==> src/rtl/rv_pkg.sv <==
`default_nettype none
// +-------------------------------------------------------------------------+
// | Module      : rv_pkg                                                     |
// | Description : RV32I opcodes, ALU codes, operand selects, FSM states.     |
// | Revision    : 1.0                                                        |
// +-------------------------------------------------------------------------+
package rv_pkg;

    localparam logic [6:0] c_opc_lui    = 7'b0110111;
    localparam logic [6:0] c_opc_auipc  = 7'b0010111;
    localparam logic [6:0] c_opc_jal    = 7'b1101111;
    localparam logic [6:0] c_opc_jalr   = 7'b1100111;
    localparam logic [6:0] c_opc_branch = 7'b1100011;
    localparam logic [6:0] c_opc_load   = 7'b0000011;
    localparam logic [6:0] c_opc_store  = 7'b0100011;
    localparam logic [6:0] c_opc_opimm  = 7'b0010011;
    localparam logic [6:0] c_opc_op     = 7'b0110011;
    localparam logic [6:0] c_opc_system = 7'b1110011;

    localparam logic [5:0] c_alu_add    = 6'b000000;
    localparam logic [5:0] c_alu_jal    = 6'b011111;
    localparam logic [5:0] c_alu_jalr   = 6'b111111;
    localparam logic [2:0] c_alu_br_pfx = 3'b010;

    localparam logic [1:0] c_op1_rs1    = 2'b00;
    localparam logic [1:0] c_op1_pc     = 2'b01;
    localparam logic [1:0] c_op1_pc4    = 2'b10;
    localparam logic [1:0] c_op1_zero   = 2'b11;

    localparam logic [31:0] c_nop_instr = 32'h0000_0013;

    typedef enum logic [2:0] {
        ST_FETCH  = 3'd0,
        ST_DECODE = 3'd1,
        ST_EXEC   = 3'd2,
        ST_MEM    = 3'd3,
        ST_WB     = 3'd4,
        ST_HALT   = 3'd5,
        ST_TRAP   = 3'd6
    } state_t;

    function automatic logic is_known_opcode(input logic [6:0] opc);
        case (opc)
            c_opc_lui, c_opc_auipc, c_opc_jal, c_opc_jalr, c_opc_branch,
            c_opc_load, c_opc_store, c_opc_opimm, c_opc_op, c_opc_system:
                is_known_opcode = 1'b1;
            default:
                is_known_opcode = 1'b0;
        endcase
    endfunction

endpackage
`default_nettype wire

==> src/rtl/imm_generator.sv <==
`default_nettype none
// +-------------------------------------------------------------------------+
// | Module      : imm_generator                                              |
// | Description : Sign-extended I/S/B/U/J immediate from the instruction.    |
// | Revision    : 1.0                                                        |
// +-------------------------------------------------------------------------+
module imm_generator
    import rv_pkg::*;
(
    input  logic [31:0] i_instr,
    output logic [31:0] o_imm32
);

    always_comb begin
        o_imm32 = '0;
        case (i_instr[6:0])
            c_opc_opimm, c_opc_load, c_opc_jalr:
                o_imm32 = {{20{i_instr[31]}}, i_instr[31:20]};
            c_opc_store:
                o_imm32 = {{20{i_instr[31]}}, i_instr[31:25], i_instr[11:7]};
            c_opc_branch:
                o_imm32 = {{19{i_instr[31]}}, i_instr[31], i_instr[7],
                           i_instr[30:25], i_instr[11:8], 1'b0};
            c_opc_lui, c_opc_auipc:
                o_imm32 = {i_instr[31:12], 12'h000};
            c_opc_jal:
                o_imm32 = {{11{i_instr[31]}}, i_instr[31], i_instr[19:12],
                           i_instr[20], i_instr[30:21], 1'b0};
            default:
                o_imm32 = '0;
        endcase
    end

endmodule
`default_nettype wire

==> src/rtl/mc_controller.sv <==
`default_nettype none
// +-------------------------------------------------------------------------+
// | Module      : mc_controller                                              |
// | Description : Multi-cycle RV32I control unit with PC, IR and handshakes. |
// | Revision    : 1.0                                                        |
// +-------------------------------------------------------------------------+
module mc_controller
    import rv_pkg::*;
#(
    parameter int              PC_W     = 16,
    parameter logic [PC_W-1:0] RESET_PC = '0
) (
    input  logic            clk,
    input  logic            rst_n,
    output logic            imem_req,
    output logic [PC_W-1:0] imem_addr,
    input  logic            imem_ready,
    input  logic [31:0]     imem_rdata,
    output logic            dmem_req,
    output logic            dmem_we,
    input  logic            dmem_ready,
    output logic [2:0]      load_type,
    input  logic            branch,
    input  logic [PC_W-1:0] jalr_target,
    output logic [PC_W-1:0] pc,
    output logic [31:0]     instr,
    output logic [4:0]      read_sel1,
    output logic [4:0]      read_sel2,
    output logic [4:0]      write_sel,
    output logic            reg_write,
    output logic            mem_to_reg,
    output logic            branch_op,
    output logic [1:0]      op1_sel,
    output logic            op2_sel,
    output logic [5:0]      alu_ctrl,
    output logic [31:0]     imm32,
    output logic            ecall,
    input  logic            ecall_ack,
    output logic            illegal
);

    state_t          r_state;
    state_t          w_state_next;
    logic [PC_W-1:0] r_pc;
    logic [PC_W-1:0] w_pc_next;
    logic [31:0]     r_ir;
    logic            w_instr_done;

    logic [6:0]      w_opc;
    logic [2:0]      w_funct3;
    logic            w_is_load;
    logic            w_is_store;
    logic            w_is_branch;
    logic            w_is_jal;
    logic            w_is_jalr;
    logic            w_alt_op;

    assign w_opc       = r_ir[6:0];
    assign w_funct3    = r_ir[14:12];
    assign w_is_load   = (w_opc == c_opc_load);
    assign w_is_store  = (w_opc == c_opc_store);
    assign w_is_branch = (w_opc == c_opc_branch);
    assign w_is_jal    = (w_opc == c_opc_jal);
    assign w_is_jalr   = (w_opc == c_opc_jalr);

    imm_generator u_imm_generator (
        .i_instr (r_ir),
        .o_imm32 (imm32)
    );

    assign pc         = r_pc;
    assign imem_addr  = r_pc;
    assign instr      = r_ir;
    assign read_sel1  = r_ir[19:15];
    assign read_sel2  = r_ir[24:20];
    assign write_sel  = r_ir[11:7];
    assign load_type  = w_funct3;
    assign mem_to_reg = w_is_load;

    // IR[30] only distinguishes sub/sra; for OP-IMM it is an immediate bit unless shifting
    always_comb begin
        w_alt_op = 1'b0;
        if (w_opc == c_opc_op)
            w_alt_op = r_ir[30] & ((w_funct3 == 3'b000) | (w_funct3 == 3'b101));
        else if (w_opc == c_opc_opimm)
            w_alt_op = r_ir[30] & (w_funct3 == 3'b101);
    end

    always_comb begin
        alu_ctrl  = c_alu_add;
        op1_sel   = c_op1_rs1;
        op2_sel   = 1'b0;
        branch_op = 1'b0;
        case (w_opc)
            c_opc_op: begin
                alu_ctrl = {2'b00, w_alt_op, w_funct3};
            end
            c_opc_opimm: begin
                alu_ctrl = {2'b00, w_alt_op, w_funct3};
                op2_sel  = 1'b1;
            end
            c_opc_load, c_opc_store: begin
                op2_sel  = 1'b1;
            end
            c_opc_branch: begin
                alu_ctrl  = {c_alu_br_pfx, w_funct3};
                branch_op = 1'b1;
            end
            c_opc_lui: begin
                op1_sel  = c_op1_zero;
                op2_sel  = 1'b1;
            end
            c_opc_auipc: begin
                op1_sel  = c_op1_pc;
                op2_sel  = 1'b1;
            end
            c_opc_jal: begin
                alu_ctrl = c_alu_jal;
                op1_sel  = c_op1_pc4;
            end
            c_opc_jalr: begin
                alu_ctrl = c_alu_jalr;
                op1_sel  = c_op1_pc4;
            end
            default: begin
                alu_ctrl = c_alu_add;
            end
        endcase
    end

    // Next PC is only committed on the edge that ends an instruction
    always_comb begin
        if (w_is_jal || (w_is_branch && branch))
            w_pc_next = r_pc + imm32[PC_W-1:0];
        else if (w_is_jalr)
            w_pc_next = jalr_target & ~PC_W'(1);
        else
            w_pc_next = r_pc + PC_W'(4);
    end

    always_comb begin
        w_state_next = r_state;
        w_instr_done = 1'b0;
        imem_req     = 1'b0;
        dmem_req     = 1'b0;
        dmem_we      = 1'b0;
        reg_write    = 1'b0;
        ecall        = 1'b0;
        illegal      = 1'b0;
        case (r_state)
            ST_FETCH: begin
                imem_req = 1'b1;
                if (imem_ready)
                    w_state_next = ST_DECODE;
            end
            ST_DECODE: begin
                if (!is_known_opcode(w_opc))
                    w_state_next = ST_TRAP;
                else if (w_opc == c_opc_system)
                    w_state_next = ST_HALT;
                else
                    w_state_next = ST_EXEC;
            end
            ST_EXEC: begin
                if (w_is_load || w_is_store) begin
                    w_state_next = ST_MEM;
                end else if (w_is_branch) begin
                    w_state_next = ST_FETCH;
                    w_instr_done = 1'b1;
                end else begin
                    w_state_next = ST_WB;
                end
            end
            ST_MEM: begin
                dmem_req = 1'b1;
                dmem_we  = w_is_store;
                if (dmem_ready) begin
                    if (w_is_load) begin
                        w_state_next = ST_WB;
                    end else begin
                        w_state_next = ST_FETCH;
                        w_instr_done = 1'b1;
                    end
                end
            end
            ST_WB: begin
                reg_write    = 1'b1;
                w_state_next = ST_FETCH;
                w_instr_done = 1'b1;
            end
            ST_HALT: begin
                ecall = 1'b1;
                if (ecall_ack) begin
                    w_state_next = ST_FETCH;
                    w_instr_done = 1'b1;
                end
            end
            ST_TRAP: begin
                illegal = 1'b1;
            end
            default: begin
                w_state_next = ST_FETCH;
            end
        endcase
    end

    always_ff @(posedge clk or negedge rst_n) begin
        if (!rst_n) begin
            r_state <= ST_FETCH;
            r_pc    <= RESET_PC;
            r_ir    <= c_nop_instr;
        end else begin
            r_state <= w_state_next;
            if (r_state == ST_FETCH && imem_ready)
                r_ir <= imem_rdata;
            if (w_instr_done)
                r_pc <= w_pc_next;
        end
    end

endmodule
`default_nettype wire

==> config.mk <==
export PLATFORM = sky130hd
export DESIGN_NAME = mc_controller
export DESIGN_NICKNAME = d
export VERILOG_FILES = /design/src/rtl/rv_pkg.sv /design/src/rtl/imm_generator.sv /design/src/rtl/mc_controller.sv
export SDC_FILE = /design/constraint.sdc
export NUM_CORES = 1
export LEC_CHECK = 0
export ABC_AREA = 1
export CAP_MARGIN = 20
export CORE_ASPECT_RATIO = 1.75
export CORE_MARGIN = 1.5
export CORE_UTILIZATION = 43
export CTS_CLUSTER_DIAMETER = 50
export DETAILED_ROUTE_END_ITERATION = 8
export PLACE_DENSITY = 0.93
export SETUP_SLACK_MARGIN = 0.4
export SYNTH_ARGS = -nofsm -noshare
export SYNTH_HDL_FRONTEND = slang
export SYNTH_SLANG_ARGS = --single-unit
==> constraint.sdc <==
create_clock -name clk -period 3.4 [get_ports clk]
set_clock_uncertainty 0.2 [all_clocks]
set_input_delay 1.02 -clock clk [delete_from_list [all_inputs] [get_ports clk]]
set_output_delay 1.02 -clock clk [all_outputs]
set_load 0.02 [all_outputs]
# After elaboration in Yosys (flattened, before gate mapping)
# Cells that the tools add are included.
dict set report totals {
  ff_bits 51
}
dict set report op_classes {
  n_eq_ne 20
  add_sub_neg 2
  n_mux 30
  n_bitwise 4
  n_reduce_logical 13
}
# op count
set op_table {}
lappend op_table {{32-bit one-hot mux with 5 select lines} 1}
lappend op_table {{16-bit 2-to-1 mux} 2}
lappend op_table {{7-bit equality test (second input constant)} 4}
lappend op_table {{3-bit 2-to-1 mux} 8}
lappend op_table {{6-bit one-hot mux with 4 select lines} 1}
lappend op_table {{7-bit by 6-bit equality test with 1-bit output (second input constant)} 3}
lappend op_table {{3-bit one-hot mux with 6 select lines} 1}
lappend op_table {{16-bit adder} 1}
lappend op_table {{16-bit by 3-bit adder with 16-bit output (second input constant)} 1}
lappend op_table {{1-bit 2-to-1 mux} 15}
lappend op_table {{7-bit by 5-bit equality test with 1-bit output (second input constant)} 2}
lappend op_table {{3-bit equality test (second input constant)} 4}
lappend op_table {{10-bit OR reduction} 1}
lappend op_table {{7-bit by 2-bit equality test with 1-bit output (second input constant)} 1}
lappend op_table {{3-bit by 2-bit equality test with 1-bit output (second input constant)} 2}
lappend op_table {{3-bit zero test} 2}
lappend op_table {{2-bit != test (second input constant)} 3}
lappend op_table {{2-bit one-hot mux with 3 select lines} 1}
lappend op_table {{2-bit OR reduction} 3}
lappend op_table {{5-bit OR reduction} 1}
lappend op_table {{1-bit one-hot mux with 4 select lines} 1}
lappend op_table {{4-bit AND reduction} 1}
lappend op_table {{3-bit by 1-bit equality test with 1-bit output (second input constant)} 1}
lappend op_table {{3-bit OR reduction} 1}
lappend op_table {{other kinds (5)} 8}

# Logic depth before layout (Yosys ltp)
dict set report logic_depth {
  depth_word 6
  mapped_depth 20
}

# Hierarchy
# A second synthesis with hierarchy kept.
dict set report unflattened {
  cells_unflattened 728
  hier_area_um2 4820.9
}
# mod seq_area_each_um2 cells_each area_per_inst_um2 n_inst
set by_module_without_submodules {}
lappend by_module_without_submodules {mc_controller 1280.0 565 4061.4 1}
lappend by_module_without_submodules {imm_generator 0.0 163 759.5 1}

# Worst setup path before layout
# OpenSTA, ideal clock, no wires.
dict set report synth_path {
  kind {register to register}
  start {reg r_ir[0], in the netlist instr[0]}
  end {reg r_pc[10], in the netlist imem_addr[10]}
  stages_incl_launch_ff 16
  period_less_slack_ps 3438
  t_arrival_ps 3160
  path_buffers 0
  setup_ps 77
  path_slack_ps -38
  path_cell_list {dfstp_2 nand2_1 nor2_4 nand3_1 o21ai_0 ha_1 inv_1 fa_1 inv_1 nand3_1 nand2_1 a21boi_0 o21ai_0 or2_2 nand3_1 a21oi_1}
}
dict set report synth_via {
  elab_chain_len 5
  word_cells_on_any_way 22
}
# item line_no
set synth_rtl {}
lappend synth_rtl {{start, declared} mc_controller.sv:46} ;# logic [31:0] r_ir;
lappend synth_rtl {{start signal, assigned} mc_controller.sv:211} ;# r_ir <= c_nop_instr;
lappend synth_rtl {{start signal, assigned} mc_controller.sv:215} ;# r_ir <= imem_rdata;
lappend synth_rtl {{7-bit by 2-bit equality test with 1-bit output (tied with other cells)} imm_generator.sv:16} ;# case (i_instr[6:0])
lappend synth_rtl {{3-bit OR reduction / 2-bit OR reduction (equally long branches)} imm_generator.sv:16}
lappend synth_rtl {{32-bit one-hot mux with 5 select lines *} imm_generator.sv:16}
lappend synth_rtl {{named net imm32[0]} mc_controller.sv:36} ;# output logic [31:0] imm32,
lappend synth_rtl {{16-bit adder *} mc_controller.sv:134} ;# w_pc_next = r_pc + imm32[PC_W-1:0];
lappend synth_rtl {{16-bit 2-to-1 mux *} mc_controller.sv:133} ;# if (w_is_jal || (w_is_branch && branch))
lappend synth_rtl {{end signal, assigned} mc_controller.sv:217} ;# r_pc <= w_pc_next;
lappend synth_rtl {{end, declared} mc_controller.sv:44} ;# logic [PC_W-1:0] r_pc;
# Mark *: on every way through the listed nets, which the timed path passes. The rest lies on a longest branch.
# A chain may end at the register's enable or synchronous reset.

# Final worst setup path
dict set report layout_path {
  start {reg r_ir[2], in the netlist instr[2]}
  end {reg r_pc[12], in the netlist imem_addr[12]}
}
dict set report layout_via {
  elab_chain_len 5
  word_cells_on_any_way 22
}
# item line_no
set layout_rtl {}
lappend layout_rtl {{7-bit by 2-bit equality test with 1-bit output (tied with other cells)} {imm_generator.sv:16, mc_controller.sv:60}}
lappend layout_rtl {{3-bit OR reduction / 2-bit OR reduction (equally long branches)} imm_generator.sv:16}
lappend layout_rtl {{32-bit one-hot mux with 5 select lines} imm_generator.sv:16}
lappend layout_rtl {{16-bit adder} mc_controller.sv:134}
lappend layout_rtl {{16-bit 2-to-1 mux} mc_controller.sv:133}
# Several ways; a longest one is shown, not always the timed one.

==> flow_summary_export.csv <==
group,metric,value,unit
worst_setup_path,cp-start-kind,"flip-flop",
placed_design,post-place-ws,-0.186,ns
power_and_ir_drop,pwr_density_cell,833,nW/µm²
logic_synthesis,yosysUniqueCellTypes,43,
floorplan,initial_utilization,44.4,%
logic_synthesis,synthFlopType,"dfrtp_1",
global_routing,grt_use_total,31.0,%
worst_setup_path,crit_type,"flip-flop to flip-flop",
worst_setup_path,r2r-end,"imem_addr[12]$_DFFE_PN0P_",
placed_design,hpwl,11700,µm
sta,min_period,3.47,ns
clocking,numCtsBuffers,5,
worst_setup_path,reg2reg_from,"instr[2]$_DFFE_PN0P_",
logic_synthesis,yosysSeqAreaShare,30.3,%
floorplan,die_w,78.0,µm
run_status,status,"complete, but fails checks",
logic_synthesis,synth_mux_area_share,1.07,%
cells_and_area,area_growth_syn_to_layout,75.9,%
sta,timing_hold_violations_final,0,
logic_synthesis,synth-xor-area-share,2.69,%
run_status,failed_checks,"setup timing",
power_and_ir_drop,power_leakage,3.49,nW
sta,rsz0062_at_grt,"true",
job,drv_cap,0,
logic_synthesis,synth_fa_ha_area_share,5.21,%
cells_and_area,nets,899,
floorplan,std_cell_rows,47,
hold_path,hold_class,"input pin to async pin",
logic_synthesis,synth_enable_flop_cells,0,
global_routing,grt_pass1_wl,25600,µm
clocking,clockBufferDepth,2,
route,drc,0,
cells_and_area,antenna_cells,0,
sta,holdWs,0.416,ns
placed_design,routabilityCongestion,0.946,
worst_setup_path,reg2reg_slack,-0.07,ns
logic_synthesis,yosys.area.top_type,"dfrtp_1",
worst_setup_path,cpLargestDelayFamily,"simple AND/OR/NAND/NOR gates",
route,vias_per_cell,6.42,
route,drt_pass1_iterations,8,
worst_setup_path,crit_required,3.41,ns
clocking,root_buffer,"clkbuf_16",
global_routing,antenna_found_initial,0,
logic_synthesis,async_reset_ff_share,100,%
worst_setup_path,crit_chain,"inv_2 > nand2_2 > nor2_4 > buf_6 > nand2_4 > nand3_4 > nor4_4 > buf_6 > nor2_4 > buf_6 > ha_4 > nand2_2 > o21ai_0 > nand3_1 > nand3_2 > nor2_4 > nor2_4 > nand2_1 > a21oi_1",
worst_setup_path,worst-path-buf-inv,4,
cells_and_area,post_route_cells_drive_above_1_share,32.7,%
sta,period_share,102,%
clocking,cts.clk_slew.worst_paths,0.08,ns
worst_setup_path,end_kind,"flip-flop",
clocking,cts_tree,"yes",
logic_synthesis,syn-mean-instance-area,6.93,µm²
logic_synthesis,synth_top_family_by_area,"simple AND/OR/NAND/NOR gates",
worst_setup_path,crit_path_frequent_cell,"nor2_4",
route,drtAntennaViolNets,0,
logic_synthesis,yosys.area_share.simple,28.7,%
route,wirelength,23000,µm
logic_synthesis,synth_top_area_share,28.4,%
sta,slew_headroom,60.0,%
floorplan,dieArea,10500,µm²
worst_setup_path,crit_end,"imem_addr[12]$_DFFE_PN0P_",
logic_synthesis,synth-compound-area-share,17.0,%
global_routing,grt_overflow_total,0,
sta,setup_viol,4,
route,first_iter_violations,811,
clocking,cts_max_level,2,
logic_synthesis,synthCells,610,
worst_setup_path,slowest_stage,"dfrtp_1",
worst_setup_path,crit_arrival,3.47,ns
sta,layout_setup_ws,-0.0654,ns
route,num_vias,6107,
worst_setup_path,cp_slowest_stage_delay,0.46,ns
route,wire_per_inst,24.2,µm
placed_design,numPortBuffers,183,
floorplan,core_area,9530,µm²
power_and_ir_drop,ir_drop,0.553,mV
logic_synthesis,synth_area,4230,µm²
worst_setup_path,reg2regPathDepth,19,
worst_setup_path,critPathLaunch,"instr[2]$_DFFE_PN0P_",
sta,fmax,289,MHz
clocking,cts.sinks,51,
floorplan,die_h,134,µm
clocking,clkLatencyLatePin,0.31,ns
global_routing,grt_max_degree,24,
logic_synthesis,yosys_warnings,0,
worst_setup_path,cp.depth,19,
floorplan,ios,185,
worst_setup_path,worstPathMaxFanout,7,
global_routing,grt_pass1_vias,5238,
logic_synthesis,synth_area_leaders,"dfrtp_1 28%, nand2_1 12%, inv_1 6.5%, buf_4 6.4%, o21ai_0 6.2%",
cells_and_area,nFillCells,526,
cells_and_area,utilization,78.1,%
logic_synthesis,syn_nets,681,
logic_synthesis,ys_seq_elements,51,
sta,drv_slew,0,
sta,tightestPinTransition,0.596,ns
==> cell type report <==
| class | instances | area (µm²) | area share, % |
|---|---|---|---|
| timing repair buffer | 260 | 2520 | 33.9 |
| multi-input combinational | 432 | 3020 | 40.6 |
| sequential | 51 | 1280 | 17.2 |
| inverter | 78 | 315 | 4.24 |
| clock buffer | 5 | 125 | 1.68 |
| tap | 122 | 153 | 2.05 |
| clock inverter | 3 | 23.8 | 0.320 |
==> cell usage after synthesis (7+ instances only) <==
cell / number
a21oi_1: 37
o22ai_1: 7
inv_1: 73
dfrtp_1: 48
o21ai_0: 52
clkbuf_1: 7
o211ai_1: 19
nor3_1: 10
nand2_1: 137
buf_4: 36
xor2_1: 8
ha_1: 16
nand3_1: 34
nor2_1: 61
==> cells in the final DEF, fill, tap and decap left out, types with 5 or more instances in the layout <==
cell,count
a21oi_2,13
xnor2_1,5
o21ai_1,8
buf_4,69
nor2_4,20
xor2_1,7
a21oi_1,20
o21ai_2,5
dfrtp_1,48
nand2_4,14
inv_1,61
nand2_1,110
ha_4,10
clkdlybuf4s50_1,134
inv_4,7
a21oi_4,5
o21ai_0,39
inv_2,9
ha_1,6
buf_6,46
nand4_1,6
nor2_1,43
o211ai_1,19
nand2_2,17
nor3_1,8
nand3_1,27
clkbuf_16,5
nand3_2,6
==> layer usage <==
metal | global-route usage (%) | share of wire [%] | vias to the layer above | wire length, µm
li1 | - | - | 2406 | -
met1 | 32.8 | 31 | 2788 | 7080
met2 | 56.8 | 48 | 682 | 11000
met3 | 4.15 | 11 | 231 | 2640
met4 | 19.6 | 9.9 | 0 | 2280
met5 | 0 | 0 | - | 0
==> worst register-to-register path, cell delays in order, from the launching register on <==
cell,delay [ns]
dfrtp_1,0.46
inv_2,0.09
nand2_2,0.10
nor2_4,0.06
buf_6,0.13
nand2_4,0.07
nand3_4,0.12
nor4_4,0.31
buf_6,0.23
nor2_4,0.08
buf_6,0.12
ha_4,0.30
nand2_2,0.09
o21ai_0,0.29
nand3_1,0.16
nand3_2,0.14
nor2_4,0.05
nor2_4,0.08
nand2_1,0.08
a21oi_1,0.21
==> state kept, by name, indices dropped and copies added (netlist names) <==
signal / flops
r_state: 3
instr: 32
imem_addr: 16
==> stage by stage <==
stage | cell area (µm²) | std cells | TNS [ns] | power (mW)
CTS | 6620 | 916 | 0 | 5.30
global placement | 6120 | 892 | -1.38 | 4.48
floorplan | 4280 | 610 | 0 | 3.25
detailed placement | 6120 | 892 | -1.91 | 4.56
finish | 7440 | 951 | -0.118 | 6.19
global route | 7440 | 951 | -0.403 | 6.37
==> how the worst min path moves through the flow <==
| stage | depth (start not counted) | end | start |
|---|---|---|---|
| 2_1_floorplan | 1 | r_state[0]$_DFFE_PN0P_ | r_state[0]$_DFFE_PN0P_ |
| 3_3_place_gp | 2 | imem_addr[0]$_DFFE_PN0P_ | imem_addr[0]$_DFFE_PN0P_ |
| 6_report | 1 | instr[2]$_DFFE_PN0P_ | rst_n |
| 4_1_cts | 2 | imem_addr[0]$_DFFE_PN0P_ | imem_addr[0]$_DFFE_PN0P_ |
| 5_1_grt | 1 | instr[2]$_DFFE_PN0P_ | rst_n |
| 3_5_place_dp | 2 | imem_addr[0]$_DFFE_PN0P_ | imem_addr[0]$_DFFE_PN0P_ |
==> power breakdown <==
group | total [mW] | internal, mW | leakage, nW | switching (mW)
combinational | 4.36 | 1.79 | 2.81 | 2.56
sequential | 1.29 | 0.881 | 0.610 | 0.413
clock | 0.542 | 0.277 | 0.0664 | 0.266
total | 6.19 | 2.95 | 3.49 | 3.24
==> kinds of logic (layout without fill, tap and decap cells) <==
group,after synthesis,in the layout
adder cells (fa/ha/maj),17,17
XOR/XNOR,13,13
AO/OA/AOI/OAI,128,128
buffers and inverters,127,346
multiplexers,4,4
AND/OR/NAND/NOR,270,270
flip-flops,51,51
==> timing repair <==
item,CTS,global route
gates resized for setup,309,134
setup buffers,16,35
setup endpoints to repair,57,59
pin swaps,21,42
hold buffers,0,0
(Power assumes the default switching activity.)
